## src/rtl/udma_hyper_ch_sched_if.sv

```systemverilog
// Hyperbus PHY transaction port between the channel scheduler and the PHY.
// The scheduler is the master: it drives burst requests and sees ready/done.
interface udma_hyper_ch_sched_if #(
    parameter int NB_CH      = 8,
    parameter int TRANS_SIZE = 16,
    parameter int ADDR_W     = 32
);
    localparam int ID_W = (NB_CH > 1) ? $clog2(NB_CH) : 1;

    logic                  valid;
    logic                  ready;
    logic [ADDR_W-1:0]     addr;
    logic [TRANS_SIZE-1:0] size;
    logic                  rwn;
    logic [ID_W-1:0]       id;
    logic                  done;

    modport master (
        output valid, addr, size, rwn, id,
        input  ready, done
    );

    modport slave (
        input  valid, addr, size, rwn, id,
        output ready, done
    );
endinterface

```

## src/rtl/udma_hyper_ch_sched.sv

```systemverilog
// Round-robin scheduler from the hyperbus channel slices onto the shared PHY.
// Each transfer is cut into bursts that never cross a MAX_BURST boundary.
module udma_hyper_ch_sched #(
    parameter int NB_CH      = 8,
    parameter int TRANS_SIZE = 16,
    parameter int ADDR_W     = 32,
    parameter int MAX_BURST  = 1024
) (
    input  logic                             sys_clk_i,
    input  logic                             rstn_i,
    input  logic [NB_CH-1:0]                 ch_req_i,
    input  logic [NB_CH-1:0]                 ch_rwn_i,
    input  logic [NB_CH-1:0][ADDR_W-1:0]     ch_addr_i,
    input  logic [NB_CH-1:0][TRANS_SIZE-1:0] ch_size_i,
    output logic [NB_CH-1:0]                 ch_gnt_o,
    udma_hyper_ch_sched_if.master            phy,
    output logic [NB_CH-1:0]                 evt_eot_o,
    output logic                             busy_o
);
    localparam int ID_W = (NB_CH > 1) ? $clog2(NB_CH) : 1;

    typedef enum logic [1:0] {
        IDLE,
        ISSUE,
        WAIT,
        EOT
    } state_e;

    state_e                state_q, state_d;
    logic [ID_W-1:0]       last_q, last_d;
    logic [ID_W-1:0]       id_q, id_d;
    logic [ADDR_W-1:0]     addr_q, addr_d;
    logic [TRANS_SIZE-1:0] rem_q, rem_d;
    logic [TRANS_SIZE-1:0] burst_q, burst_d;
    logic                  rwn_q, rwn_d;

    logic [NB_CH-1:0]      gnt;
    logic [ID_W-1:0]       gnt_id;
    logic                  gnt_found;
    logic [ID_W-1:0]       idx;
    logic [TRANS_SIZE:0]   room;
    logic [TRANS_SIZE-1:0] burst;

    // Search upward from the channel after the last winner, with wrap-around.
    always_comb begin
        gnt       = '0;
        gnt_id    = '0;
        gnt_found = 1'b0;
        idx       = '0;
        for (int i = 1; i <= NB_CH; i++) begin
            idx = ID_W'((int'(last_q) + i) % NB_CH);
            if (!gnt_found && ch_req_i[idx]) begin
                gnt_found = 1'b1;
                gnt[idx]  = 1'b1;
                gnt_id    = idx;
            end
        end
    end

    // Room left in the current window is at most MAX_BURST, so one extra bit suffices.
    always_comb begin
        room  = (TRANS_SIZE+1)'(MAX_BURST)
              - (TRANS_SIZE+1)'(addr_q & ADDR_W'(MAX_BURST - 1));
        burst = ({1'b0, rem_q} < room) ? rem_q : room[TRANS_SIZE-1:0];
    end

    always_comb begin
        state_d   = state_q;
        last_d    = last_q;
        id_d      = id_q;
        addr_d    = addr_q;
        rem_d     = rem_q;
        burst_d   = burst_q;
        rwn_d     = rwn_q;
        ch_gnt_o  = '0;
        evt_eot_o = '0;
        phy.valid = 1'b0;
        unique case (state_q)
            IDLE: begin
                ch_gnt_o = gnt & {NB_CH{rstn_i}};
                if (gnt_found) begin
                    id_d    = gnt_id;
                    last_d  = gnt_id;
                    addr_d  = ch_addr_i[gnt_id];
                    rem_d   = ch_size_i[gnt_id];
                    rwn_d   = ch_rwn_i[gnt_id];
                    state_d = (ch_size_i[gnt_id] != '0) ? ISSUE : EOT;
                end
            end
            ISSUE: begin
                phy.valid = 1'b1;
                if (phy.ready) begin
                    burst_d = burst;
                    state_d = WAIT;
                end
            end
            WAIT: begin
                if (phy.done) begin
                    addr_d  = addr_q + ADDR_W'(burst_q);
                    rem_d   = rem_q - burst_q;
                    state_d = (rem_q == burst_q) ? EOT : ISSUE;
                end
            end
            EOT: begin
                evt_eot_o[id_q] = 1'b1;
                state_d         = IDLE;
            end
            default: state_d = IDLE;
        endcase
    end

    assign phy.addr = addr_q;
    assign phy.size = burst;
    assign phy.rwn  = rwn_q;
    assign phy.id   = id_q;
    assign busy_o   = (state_q != IDLE);

    always_ff @(posedge sys_clk_i or negedge rstn_i) begin
        if (!rstn_i) begin
            state_q <= IDLE;
            last_q  <= ID_W'(NB_CH - 1);
            id_q    <= '0;
            addr_q  <= '0;
            rem_q   <= '0;
            burst_q <= '0;
            rwn_q   <= 1'b0;
        end else begin
            state_q <= state_d;
            last_q  <= last_d;
            id_q    <= id_d;
            addr_q  <= addr_d;
            rem_q   <= rem_d;
            burst_q <= burst_d;
            rwn_q   <= rwn_d;
        end
    end
endmodule
```

## src/flat_wrapper.sv

```systemverilog
// flat-port wrapper written by rule: the top's interface ports become plain ports
module udma_hyper_ch_sched_flat 
#(
    parameter int NB_CH      = 8,
    parameter int TRANS_SIZE = 16,
    parameter int ADDR_W     = 32,
    parameter int MAX_BURST  = 1024
)
  (sys_clk_i, rstn_i, ch_req_i, ch_rwn_i, ch_addr_i, ch_size_i, ch_gnt_o, evt_eot_o, busy_o, phy_valid, phy_addr, phy_size, phy_rwn, phy_id, phy_ready, phy_done);
  udma_hyper_ch_sched_if #(.NB_CH(NB_CH), .TRANS_SIZE(TRANS_SIZE), .ADDR_W(ADDR_W)) phy_i ();
  input  logic sys_clk_i;
  input  logic rstn_i;
  input  logic [NB_CH-1:0] ch_req_i;
  input  logic [NB_CH-1:0] ch_rwn_i;
  input  logic [NB_CH-1:0][ADDR_W-1:0] ch_addr_i;
  input  logic [NB_CH-1:0][TRANS_SIZE-1:0] ch_size_i;
  output logic [NB_CH-1:0] ch_gnt_o;
  output logic [NB_CH-1:0] evt_eot_o;
  output logic busy_o;
  output wire logic [$bits(phy_i.valid)-1:0] phy_valid;
  output wire logic [$bits(phy_i.addr)-1:0] phy_addr;
  output wire logic [$bits(phy_i.size)-1:0] phy_size;
  output wire logic [$bits(phy_i.rwn)-1:0] phy_rwn;
  output wire logic [$bits(phy_i.id)-1:0] phy_id;
  input wire logic [$bits(phy_i.ready)-1:0] phy_ready;
  input wire logic [$bits(phy_i.done)-1:0] phy_done;
  assign phy_valid = phy_i.valid;
  assign phy_addr = phy_i.addr;
  assign phy_size = phy_i.size;
  assign phy_rwn = phy_i.rwn;
  assign phy_id = phy_i.id;
  assign phy_i.ready = phy_ready;
  assign phy_i.done = phy_done;
  udma_hyper_ch_sched #(.NB_CH(NB_CH), .TRANS_SIZE(TRANS_SIZE), .ADDR_W(ADDR_W), .MAX_BURST(MAX_BURST)) u_core (.sys_clk_i(sys_clk_i), .rstn_i(rstn_i), .ch_req_i(ch_req_i), .ch_rwn_i(ch_rwn_i), .ch_addr_i(ch_addr_i), .ch_size_i(ch_size_i), .ch_gnt_o(ch_gnt_o), .phy(phy_i), .evt_eot_o(evt_eot_o), .busy_o(busy_o));
endmodule
```

## config.mk

```make
export PLATFORM = sky130hd
export DESIGN_NAME = udma_hyper_ch_sched_flat
export DESIGN_NICKNAME = d
export VERILOG_FILES = /design/src/rtl/udma_hyper_ch_sched_if.sv /design/src/rtl/udma_hyper_ch_sched.sv /design/src/flat_wrapper.sv
export SDC_FILE = /design/constraint.sdc
export NUM_CORES = 1
export LEC_CHECK = 0
export BUFFER_PORTS_ARGS = -buffer_cell sky130_fd_sc_hd__buf_4
export CELL_PAD_IN_SITES_DETAIL_PLACEMENT = 1
export CELL_PAD_IN_SITES_GLOBAL_PLACEMENT = 2
export CORE_MARGIN = 8
export CORE_UTILIZATION = 25
export DETAILED_ROUTE_END_ITERATION = 8
export GPL_TIMING_DRIVEN = 0
export MAX_ROUTING_LAYER = met4
export PLACE_DENSITY_LB_ADDON = 0.1
export SETUP_SLACK_MARGIN = 0.3
export SYNTH_ARGS = -nofsm -noshare
export SYNTH_HDL_FRONTEND = slang
export SYNTH_SLANG_ARGS = --single-unit
```

## constraint.sdc

```tcl
create_clock -name sys_clk_i -period 6.6 [get_ports sys_clk_i]
set_clock_uncertainty 0.1 [all_clocks]
set_input_delay 0.99 -clock sys_clk_i [delete_from_list [all_inputs] [get_ports sys_clk_i]]
set_output_delay 0.99 -clock sys_clk_i [all_outputs]
set_load 0.05 [all_outputs]
```

* Word level (Yosys, flattened, before mapping)
Cells that the tools add are included.
W data, S select, Z words.
** Operators by class
- $add $sub $neg :: 11
- Muxes and demuxes :: 80
- Equality and inequality tests :: 7
- Reductions and logical operators :: 31
- $lt $le $gt $ge :: 20
- Bitwise gates (word level) :: 8
** Operator list (count)
- $bmux W32 S3 :: 1
- $mux W32 :: 3
- $mux W8 :: 10
- $mux W16 :: 4
- $pmux W32 S2 :: 1
- $or A8 B8 Y8 :: 7
- $bmux W16 S3 :: 1
- $lt A3 B4 Y1 const B :: 10
- $add A32 B16 Y32 :: 1
- $pmux W16 S2 :: 1
- $bmux W1 S3 :: 9
- $demux W1 S3 :: 9
- $ge A3 B1 Y1 const B :: 9
- $mux W1 :: 27
- $mux W3 :: 8
- $lt A16 B17 Y1 :: 1
- $eq A16 B16 Y1 :: 1
- $logic_and A1 B1 Y1 :: 16
- $reduce_bool A16 Y1 :: 1
- $sub A16 B16 Y16 :: 1
- $add A3 B3 Y3 const B :: 4
- $sub A11 B10 Y12 const A :: 1
- $mux W2 :: 5
- $and A8 B8 Y8 :: 1
- other kinds (12) :: 25
** Word-level totals
- Input bits :: 404
- Word-level logic and storage cells :: 164
- Register bits :: 73

* Depth between registers and ports, before layout
- Word-level depth :: 31
- Depth in mapped cells :: 22
- Mapped depth without buffers :: 15

* Worst setup path after synthesis
Ideal clock, no wire load.
- Kind :: reg-to-output
- Start point :: reg u_core.last_q[1]
- End point :: out ch_gnt_o[7]
- Data required time :: 5.510 ns
- Cell stages (with the launch flop) :: 15
- Path slack :: 0.733 ns
- Data arrival time :: 4.777 ns
- Path through :: dfstp_2 buf_4 inv_1 ha_1 buf_2 mux4_2 mux2_2 or2_1 buf_6 or4_4 mux2i_1 nor2_1 a31oi_1 nor2_1 a311oi_1
** On the way
- Longest elaborated chain between the ends :: 27
** RTL lines
- start, declared :: RTL line udma_hyper_ch_sched.sv:30 : logic [ID_W-1:0] last_q, last_d;
- start signal, assigned :: RTL line udma_hyper_ch_sched.sv:121 : last_q <= ID_W'(NB_CH - 1);
- start signal, assigned :: RTL line udma_hyper_ch_sched.sv:129 : last_q <= last_d;
- parallel branches: the longest is 24 deep, another holds $lt A3 B4 Y1
- $mux W8 (*) :: RTL line udma_hyper_ch_sched.sv:52 : if (!gnt_found && ch_req_i[idx]) begin
- $and A8 B8 Y8 (*) :: RTL line udma_hyper_ch_sched.sv:80 : ch_gnt_o = gnt & {NB_CH{rstn_i}};
- $mux W8 (*) :: RTL line udma_hyper_ch_sched.sv:78 : unique case (state_q)
- end, declared :: RTL line flat_wrapper.sv:17 : output logic [NB_CH-1:0] ch_gnt_o;
Every way passes the cells marked *. The select of a mux whose other input is x is not followed.

* Worst setup path after layout
- Start point :: reg u_core.last_q[1]
- End point :: reg u_core.addr_q[3] (netlist: u_core.phy.addr[3])
** On the way
- Longest elaborated chain between the ends :: 29
** RTL lines
- $add A3 B1 Y3 :: RTL line udma_hyper_ch_sched.sv:51 : idx = ID_W'((int'(last_q) + i) % NB_CH);
- $bmux W1 S3 :: RTL line udma_hyper_ch_sched.sv:52
- $mux W1 (implied by the code) :: RTL line udma_hyper_ch_sched.sv:52
- $mux W1 :: RTL line udma_hyper_ch_sched.sv:52
- $logic_not A1 Y1 :: RTL line udma_hyper_ch_sched.sv:52
- $logic_and A1 B1 Y1 :: RTL line udma_hyper_ch_sched.sv:52
- $mux W1 :: RTL line udma_hyper_ch_sched.sv:52
- $logic_not A1 Y1 :: RTL line udma_hyper_ch_sched.sv:52
- (+13 left out)
- $mux W1 :: RTL line udma_hyper_ch_sched.sv:52
- $logic_not A1 Y1 :: RTL line udma_hyper_ch_sched.sv:52
- $logic_and A1 B1 Y1 :: RTL line udma_hyper_ch_sched.sv:52
- $mux W3 :: RTL line udma_hyper_ch_sched.sv:52
- $bmux W32 S3 :: RTL line udma_hyper_ch_sched.sv:84 : addr_d = ch_addr_i[gnt_id];
- $mux W32 (implied by the code) :: RTL line udma_hyper_ch_sched.sv:84
- $mux W32 :: RTL line udma_hyper_ch_sched.sv:81 : if (gnt_found) begin
- $pmux W32 S2 :: RTL line udma_hyper_ch_sched.sv:78
- end signal, assigned :: RTL line udma_hyper_ch_sched.sv:131 : addr_q <= addr_d;
- end, declared :: RTL line udma_hyper_ch_sched.sv:32 : logic [ADDR_W-1:0] addr_q, addr_d;
Several ways; a longest one is shown, not always the timed one. The select of a mux whose other input is x is not followed.
A chain may end at the register's enable or synchronous reset.

==> run metrics <==
Final Critical Period about 6.2 ns; worst flop-to-flop path endpoint u_core.phy.addr[3]; Setup crit start kind register; Yosys cell types a little under 80; Routed wire per std cell 28.1 um; Hold Path Depth 2; Post-synth ARST share 1.00; Max Cap Viol 0; Post-synth EDFFs 0; Congestion Overflow GR 0; Placer Congestion 0.873; Detail Route Antenna Nets 0; Slew HR 0.280; Hold Path Sink u_core.phy.addr[11]; Detailed Routing Iterations Pass 1 5; CTS buffer count 9; post-synthesis sequential area ratio 0.180; Worst R2R Path Depth 15; Row Count between 70 and 80; worst-skew pair later-pin latency ~0.36 ns; final core occ 0.367; vias in the first global route about 14,000; Routed WL 67,200 um; Slew Limit Fails 0; critical path class reg2reg; CTS Sinks 73; depth of the CTS H-tree 3; Max Fanout on Critical Path 10; Via density 5.35; Synth Register Bits between 70 and 80; Fin. Hold Viols 0; first-pass GRT wire length around 96,000 um; fin area about 0.015 sq mm; reg2reg setup slack slightly below 0.4 ns; Die W 218 um; Hold Startpoint u_core.phy.addr[11]; hold_buf cts 0; actual slew at the worst max-slew pin around 1.1 ns; Area Growth Syn to Fin 46.3%; CP Data Required Time around 6.8 ns; fmax 0.161 GHz; Mapped Cells around 1,400; Hold Path Class reg2reg; Final period util 0.940; RSZ-0062 raised after global routing yes; top_reg_cell synth dfrtp_1; Post-DP HPWL 56,900 um; Clk Tree Root Cell clkbuf_16; final setup vio count 0; antenna violations before repair 8; Crit. End Element register; Die Footprint approximately 0.047 sq mm; clock tree buffer depth 2; postcts setup bufs 0; Syn Area/Cell between 7 and 8 sq um; largest net degree at the start of global routing 75; I/O Pins about 470; Area after DPL approximately 0.014 sq mm; PortBufs between 400 and 500; die height about 220 um; via count between 10,000 and 15,000; CTS tree yes; Synth Cell Area 0.0102 sq mm; layout cells sized above 1 0.337; most frequent cells in the layout 475 x buf_4, 238 x nand2_1, 144 x nor2_1, 104 x mux2i_1, 70 x dfrtp_1; Nets about 2,300; Yosys warning count 0; Starting Density 0.251; Global Route Usage Sum 0.282; Post-route DRC 0; violation count after the first detailed-routing iteration between 600 and 700; reg2reg start u_core.last_q[1]; Core Region about 0.04 sq mm; most common cell after layout, fill and taps aside buf_4; status finished, final reports clean; clock transition at the registers of the reported paths roughly 0.070 ns; critical path arrival about 6.4 ns
==> registers in the layout (all words and copies together), names as in the netlist <==
register	cells
u_core.last_q	3
u_core.burst_q	16
u_core.phy.rwn	1
u_core.state_q	2
u_core.rem_q	16
u_core.phy.addr	32
u_core.phy.id	3
==> stage by stage <==
step	setup TNS, ns	instances	setup WS (ns)	hold slack [ns]
final	0	2391	0.395	0.435
after global routing	0	2391	0.146	0.497
after CTS	0	2384	0.302	0.440
after detailed placement	-1.81	2368	-0.224	0.424
after global placement	-1.08	2368	-0.183	0.415
after floorplan	0	1369	0.733	0.402
==> cell usage after synthesis (25+ instances only) <==
| library cell | instances | area share |
|---|---|---|
| clkbuf_1 | 73 | 0.027 |
| mux2i_1 | 107 | 0.11 |
| nor2_1 | 146 | 0.054 |
| nand3_1 | 67 | 0.033 |
| o21ai_0 | 32 | 0.016 |
| nand2_1 | 238 | 0.088 |
| inv_1 | 50 | 0.018 |
| dfrtp_1 | 70 | 0.17 |
| nor3_1 | 25 | 0.012 |
| a21oi_1 | 69 | 0.034 |
| a311oi_1 | 29 | 0.025 |
| a211oi_1 | 35 | 0.026 |
| o21ai_1 | 31 | 0.015 |
| ha_1 | 48 | 0.059 |
| mux2_2 | 30 | 0.033 |
| mux4_2 | 27 | 0.060 |
==> worst max path at each step <==
stage	from	end	slack, ns	depth (start not counted)
after floorplan	u_core.last_q[1]	ch_gnt_o[7]	0.73	14
after global placement	u_core.last_q[1]	u_core.phy.addr[5]	-0.18	19
after detailed placement	u_core.last_q[1]	u_core.phy.addr[5]	-0.22	17
after CTS	u_core.last_q[1]	u_core.phy.addr[5]	0.30	19
after global routing	u_core.last_q[1]	u_core.phy.addr[3]	0.15	15
final	u_core.last_q[1]	u_core.phy.addr[3]	0.39	15
==> kinds of logic after synthesis <==
group / after synthesis / share of synthesized area
compound gates: 317 / 0.210
xor+xnor: 30 / 0.0259
fa+ha+maj: 50 / 0.0631
buf+inv: 155 / 0.0660
flops: 73 / 0.180
mux: 171 / 0.207
other cells: 1 / 0.000369
simple gates: 568 / 0.247
==> metal layers <==
layer / wire length, um / GRT usage
met5: 0 / -
met4: 2250 / 0.0938
met3: 5260 / 0.0820
met2: 33000 / 0.481
met1: 26600 / 0.312
==> layout make-up <==
class	instances	area (sq um)
diodes	7	17.5
plain buffers	104	517
clock buffers	11	243
clock inverters	5	31.3
fillers	5050	25600
inverters	51	191
multi-input cells	1141	7860
flip-flops and latches	73	1830
well taps	532	666
repair buffers	467	3510
==> worst max-delay path, cell delays in order, from the launching register on <==
cell and delay [ns]:
dfstp_2 0.65, buf_4 0.24, inv_1 0.18, ha_1 0.45, clkbuf_1 0.40, mux4_2 0.44, mux2_2 0.36, a31oi_1 0.39
o211ai_1 0.26, a221oi_2 0.52, clkbuf_1 0.55, clkbuf_1 0.58, a211oi_1 0.19, a211oi_2 0.38, a311oi_1 0.16, o31ai_1 0.23
==> repair_timing <==
action,CTS,global route
endpoints found under the setup margin,41,37
pin swaps,0,0
gates resized for setup,22,53
Power is left out: the tool's default activity adds up to more than one toggle a clock period on the data nets, which glitch-free logic cannot reach.
